### src/rtl/reg_file_sb.sv
// Parametrised register file with two write ports, zero-latency write-to-read forwarding
// and a per-register pending scoreboard for operand-valid tracking.
`timescale 1ns/1ps
module reg_file_sb #(
    parameter int DATA_W   = 32,
    parameter int ADDR_W   = 5,
    parameter int ZERO_REG = 1
) (
    input  logic              Clk,
    input  logic              Rst,
    input  logic [ADDR_W-1:0] RA1,
    input  logic [ADDR_W-1:0] RA2,
    output logic [DATA_W-1:0] RD1,
    output logic [DATA_W-1:0] RD2,
    output logic              RV1,
    output logic              RV2,
    input  logic              WE0,
    input  logic [ADDR_W-1:0] WA0,
    input  logic [DATA_W-1:0] WD0,
    input  logic              WE1,
    input  logic [ADDR_W-1:0] WA1,
    input  logic [DATA_W-1:0] WD1,
    input  logic              IssueEn,
    input  logic [ADDR_W-1:0] IssueA,
    input  logic              Flush,
    output logic [ADDR_W:0]   PendCnt
);

    localparam int DEPTH = 2**ADDR_W;
    localparam logic [DEPTH-1:0] ONE_HOT0 = {{(DEPTH-1){1'b0}}, 1'b1};

    logic [DATA_W-1:0] r_mem [DEPTH];
    logic [DEPTH-1:0]  r_pend;

    logic              w_wr0, w_wr1, w_iss;
    logic [DEPTH-1:0]  w_clr, w_set, w_pend_nxt;
    logic [DATA_W-1:0] w_rd1, w_rd2;
    logic              w_rv1, w_rv2;
    logic [ADDR_W:0]   w_cnt;

    // Register 0 is hard-wired when ZERO_REG is set, so its writes and issues are dropped here.
    assign w_wr0 = WE0     && ((ZERO_REG == 0) || (WA0    != '0));
    assign w_wr1 = WE1     && ((ZERO_REG == 0) || (WA1    != '0));
    assign w_iss = IssueEn && ((ZERO_REG == 0) || (IssueA != '0));

    assign w_clr = (w_wr0 ? (ONE_HOT0 << WA0) : '0) | (w_wr1 ? (ONE_HOT0 << WA1) : '0);
    assign w_set = w_iss ? (ONE_HOT0 << IssueA) : '0;

    // Issue dominates flush and write-back: a fresh producer is outstanding.
    assign w_pend_nxt = w_set | (Flush ? '0 : (r_pend & ~w_clr));

    always_ff @(posedge Clk) begin
        if (Rst) begin
            for (int i = 0; i < DEPTH; i++) begin
                r_mem[i] <= '0;
            end
            r_pend <= '0;
        end else begin
            if (w_wr0) r_mem[WA0] <= WD0;
            if (w_wr1) r_mem[WA1] <= WD1;
            r_pend <= w_pend_nxt;
        end
    end

    always_comb begin
        w_rd1 = r_mem[RA1];
        w_rv1 = ~r_pend[RA1];
        if (w_wr0 && (WA0 == RA1)) begin
            w_rd1 = WD0;
            w_rv1 = 1'b1;
        end
        if (w_wr1 && (WA1 == RA1)) begin
            w_rd1 = WD1;
            w_rv1 = 1'b1;
        end
        if ((ZERO_REG != 0) && (RA1 == '0)) begin
            w_rd1 = '0;
            w_rv1 = 1'b1;
        end
    end

    always_comb begin
        w_rd2 = r_mem[RA2];
        w_rv2 = ~r_pend[RA2];
        if (w_wr0 && (WA0 == RA2)) begin
            w_rd2 = WD0;
            w_rv2 = 1'b1;
        end
        if (w_wr1 && (WA1 == RA2)) begin
            w_rd2 = WD1;
            w_rv2 = 1'b1;
        end
        if ((ZERO_REG != 0) && (RA2 == '0)) begin
            w_rd2 = '0;
            w_rv2 = 1'b1;
        end
    end

    always_comb begin
        w_cnt = '0;
        for (int i = 0; i < DEPTH; i++) begin
            w_cnt = w_cnt + {{ADDR_W{1'b0}}, r_pend[i]};
        end
    end

    assign RD1     = w_rd1;
    assign RD2     = w_rd2;
    assign RV1     = w_rv1;
    assign RV2     = w_rv2;
    assign PendCnt = w_cnt;

endmodule

### config.mk
export PLATFORM = sky130hd
export DESIGN_NAME = reg_file_sb
export DESIGN_NICKNAME = d
export VERILOG_FILES = /design/src/rtl/reg_file_sb.sv
export SDC_FILE = /design/constraint.sdc
export NUM_CORES = 2
export LEC_CHECK = 0
export CORE_MARGIN = 10
export CORE_UTILIZATION = 40
export CTS_CLUSTER_DIAMETER = 200
export DETAILED_ROUTE_END_ITERATION = 10
export SYNTH_ARGS = -nofsm -noshare
export SYNTH_HDL_FRONTEND = slang
export SYNTH_SLANG_ARGS = --single-unit
### constraint.sdc
create_clock -name Clk -period 7.1 [get_ports Clk]
set_clock_uncertainty 0.15 [all_clocks]
set_input_delay 1.065 -clock Clk [delete_from_list [all_inputs] [get_ports Clk]]
set_output_delay 1.065 -clock Clk [all_outputs]
set_load 0.05 [all_outputs]
After elaboration in Yosys (flattened, before gate mapping)
Memory sizes are Yosys's and may differ from the RTL's.
Cells that the tools add are included.
Widths: inputs -> output; s select.
{"block": "classes", "addsub": 31, "order_cmp": 2, "eq_ne": 4, "n_shift": 3, "n_mux": 34, "bitwise_logic": 6, "reduce_logical": 14}
{"operator": "$mux 32", "count": 12}
{"operator": "$add 6x1->6", "count": 26}
{"operator": "$shl 1x5->32 const A", "count": 3}
{"operator": "$or 32x32->32", "count": 2}
{"operator": "$reduce_or 32->1", "count": 2}
{"operator": "$and 32x32->32", "count": 1}
{"operator": "$not 32->32", "count": 1}
{"operator": "$eq 5x5->1", "count": 4}
{"operator": "$mux 1", "count": 18}
{"operator": "$reduce_bool 5->1", "count": 3}
{"operator": "$lt 5x6->1 const B", "count": 2}
{"operator": "$bmux 1 s5", "count": 2}
{"operator": "$logic_not 5->1", "count": 2}
{"operator": "$mux 5", "count": 2}
{"operator": "$logic_and 1x1->1", "count": 7}
{"operator": "$add 5x1->6", "count": 1}
{"operator": "$add 4x1->5", "count": 1}
{"operator": "$add 3x1->4", "count": 1}
{"operator": "$add 2x1->3", "count": 1}
{"operator": "$add 1x1->2", "count": 1}
{"operator": "$not 1->1", "count": 2}
{"block": "totals", "ff_bits": 32, "ram_bits": 1024, "inputBits": 95, "output_inout_bits": 72, "n_memories": 1}
{"memory": "r_mem", "depth": 32, "width": 32, "read_ports": 2, "rd_ports_with_merged_regs": 0, "wr": 32, "line": "32", "rtl": "logic [DATA_W-1:0] r_mem [DEPTH];"}

Depth between registers and ports, before layout
{"block": "logic_depth", "ltp_word": 31, "mapped_depth": 17}

Worst setup path after synthesis
OpenSTA, ideal clock, no wires.
{"block": "synth_timing", "path_type": "register -> output", "startpoint": "register r_pend[11]", "endpoint": "output PendCnt[4]", "arrival_ps": 5030, "t_required_ps": 5885, "setup_slack_ps": 855, "path_stages_with_launch": 18, "path_buffers": 0, "path_cell_list": "dfxtp_1 inv_1 fa_1 inv_1 fa_1 fa_1 fa_1 fa_1 inv_1 fa_1 inv_1 ha_1 inv_1 fa_1 inv_1 a21o_1 a21oi_1 xnor2_1"}
{"block": "synth_between", "elab_chain_cells": 21}
{"item": "start, declared", "line": "33", "rtl": "logic [DEPTH-1:0] r_pend;"}
{"item": "start signal, assigned", "line": "61", "rtl": "r_pend <= w_pend_nxt;"}
{"item": "$add 6x1->6 (21 in series)", "line": "102", "rtl": "w_cnt = w_cnt + {{ADDR_W{1'b0}}, r_pend[i]};"}
{"item": "end, declared", "line": "26", "rtl": "output logic [ADDR_W:0] PendCnt"}
Every way passes these cells.

Worst setup path in the final report
{"block": "layout_timing", "startpoint": "register r_pend[11]", "endpoint": "output PendCnt[2]"}
The elaborated chain is that of the path after synthesis.

==> reports/metrics.cfg <==
[worst_setup_path]
reg2regPathDepth = 2
timing.critical_path.buf_inv = 6
cp_slowest_cell = fa_1
cp.depth = 15
crit_top_cell = fa_1
max_stage_delay_ns = 0.55
path_class = flip-flop to output port
end_kind = output port
critical-path-top-delay-family = adder cells
critical_path_required_ns = 5.88
cp.arrival_ns = 5.57
crit_chain = inv_1, fa_1, inv_1, fa_1, fa_1, fa_1, fa_1, inv_1, fa_1, inv_1, ha_1, inv_1, fa_1, xnor2_1, dlygate4sd2_1
path_max_fanout = 3
critPathLaunchType = flip-flop

[global_route]
grt_pass1_vias = 49000
grt_antenna_before_repair = 6
grt_max_degree = 85
track_usage_pct = 30.1
grt_pass1_wl_um = 375000
grt_overflow = 0

[clocking]
clock-sinks = 1056
cts_inserted_buffers = 115
postCtsSetupRepairBufs = 0
clk_pin_slew_ns = 0.06
ctsHoldBuffers = 0
cts_tree = yes
htreeDepth = 3
cts_buffer_depth = 3
clock_latency_ns = 0.71
clockRootBuffer = clkbuf_16
cts_resized = 1

[sta]
rsz0062_at_grt = false
finalCritPeriodShare_pct = 95.6
fin_ws_ns = 0.312
hold_ws_ns = 0.377
setup_viol = 0
drv_slew = 0
max_freq_mhz = 147
setup_tns_ns = 0
hold_violations = 0
max-slew-margin-rel_pct = 13.1
worst_pin_slew_ns = 1.30
period_minus_slack_ns = 6.79

[logic_synthesis]
synth_cells = 4628
synth.area.top_cells = edfxtp_1, a22o_1, mux4_2
avgSynthCellArea_um2 = 13.5
yosysTopAreaCellShare_pct = 49.3
ys_seq_area_share_pct = 50.3
yosys_warnings = 0
synth_edf_count = 1024
ys_types = 57
synthMostInstantiatedCell = a22o_1
async_reset_ff_share_pct = 0
synth_ff_type = edfxtp_1
syn_area_mm2 = 0.0624
yosysTopAreaCell = edfxtp_1
synth_common_cells = a22o_1, edfxtp_1, clkbuf_1, mux2i_1, mux4_2
ys_seq_elements = 1056

[cells_and_area]
syn2layout_area_growth_pct = 12.7
multi_input_area_mm2 = 0.0287
fill_cells = 13600
final_layout_size_suffix_gt1_share_pct = 20.5
regArea_mm2 = 0.0314
layout.nets = 4607
final_cells = 6628

[drt]
wire_per_inst_um = 40.9
drt_first_iter_violations = 7046
drcViolationCount = 0
ant_nets = 0
drt-total-wl_um = 271000
firstDrtPassIters = 6
vias = 48700
via_per_inst = 7.35

[floorplanning]
ioPinCount = 167
dieArea_mm2 = 0.172
fp.dieH_um = 415
die_w_um = 415
start_util_pct = 40.4
core_mm2 = 0.155
std_cell_rows = 144

[power_and_ir_drop]
p_per_area_mw_per_mm2 = 230
vdd_drop_max_mv = 0.249
power.leakage_nw = 24.2

[status]
status = completed

[placed_design]
dp_cells = 6408
io_buffers = 166
gp_congestion = 0.939
dp_hpwl_um = 158000
dp_slack_ns = 0.762

[flow_run]
max-cap-violations = 0

[hold_path]
hold_class = flip-flop to flip-flop
holdPathStages = 2

==> final timing paths <==
check | startpoint | end | slack (ns)
max | r_pend[11]$_SDFF_PP0_ | PendCnt[2] | 0.31
min | r_pend[9]$_SDFF_PP0_ | r_pend[9]$_SDFF_PP0_ | 0.38
max reg2reg | r_pend[8]$_SDFF_PP0_ | r_pend[8]$_SDFF_PP0_ | 6.04
min reg2reg | r_pend[9]$_SDFF_PP0_ | r_pend[9]$_SDFF_PP0_ | 0.38
==> sequential cells by signal, summed over array words and instances (netlist names) <==
signal / cells
r_pend: 32
r_mem: 1024
==> logic make-up (layout without fill, tap and decap cells) <==
kind of cell | count (synthesis) | in the layout | synth area share (%)
other cells | 1 | 35 | 0.00601
xor+xnor | 23 | 23 | 0.323
compound gates | 1595 | 1595 | 21.3
mux | 790 | 790 | 19.4
flops | 1056 | 1056 | 50.3
simple gates | 352 | 352 | 2.73
buf+inv | 780 | 702 | 5.04
fa+ha+maj | 31 | 31 | 0.910
==> metal layers <==
| layer | global-route usage (%) | up-vias | share of wire (%) |
|---|---|---|---|
| li1 | - | 18900 | - |
| met1 | 34.9 | 24800 | 34 |
| met2 | 47.8 | 3864 | 46 |
| met3 | 8.83 | 1118 | 12 |
| met4 | 21.1 | 0 | 8.1 |
| met5 | 0 | - | 0 |
==> worst register-to-register path, cell delays in order, from the launching register on <==
cell	delay, ns
dfxtp_1	0.46
inv_1	0.07
o32ai_1	0.27
==> through the flow <==
| stage | util, % | cell area, um2 | total power [mW] |
|---|---|---|---|
| after floorplan | - | 62500 | 9.06 |
| after global placement | 43.0 | 66500 | 10.0 |
| after detailed placement | 43.0 | 66500 | 10.1 |
| after CTS | 45.5 | 70300 | 16.1 |
| after global routing | 45.5 | 70300 | 16.5 |
| final | 45.5 | 70300 | 16.2 |
==> layout make-up <==
class,instances,area share [%]
antenna,3,0.0107
tap,2044,3.64
clock inverter,71,1.01
inverter,84,0.448
sequential,1056,44.6
multi-input combinational,2823,40.8
clock buffer,146,4.35
timing repair buffer,401,5.15
==> cells in the final DEF, fill, tap and decap left out, types with 12 or more instances in the layout <==
cell type	netlist	routed
a21oi_1	71	71
a221oi_1	62	62
a22o_1	1054	1054
a31oi_1	62	62
buf_12	0	16
buf_4	6	223
bufinv_16	0	12
clkbuf_1	469	28
clkbuf_16	0	118
clkdlybuf4s50_1	0	148
clkinv_1	3	27
clkinv_2	0	25
conb_1	1	32
dfxtp_1	32	32
edfxtp_1	1024	1024
fa_1	24	24
inv_1	81	81
mux2_2	88	88
mux2i_1	374	374
mux4_2	328	328
nand2_1	151	151
nand2b_1	14	13
nand3_1	17	17
nor2_1	58	33
nor2_4	0	25
nor2b_1	14	12
nor3_2	0	22
o21ai_0	67	65
o221ai_1	199	188
o32ai_1	26	26
xnor2_1	15	15
==> power by group <==
group / total (mW) / internal, mW / leakage [nW] / switching, mW
logic: 2.61 / 0.913 / 12.3 / 1.70
registers: 7.41 / 7.23 / 10.1 / 0.188
clock network: 6.14 / 3.48 / 1.84 / 2.66
Power figures use the tool's default switching activity.
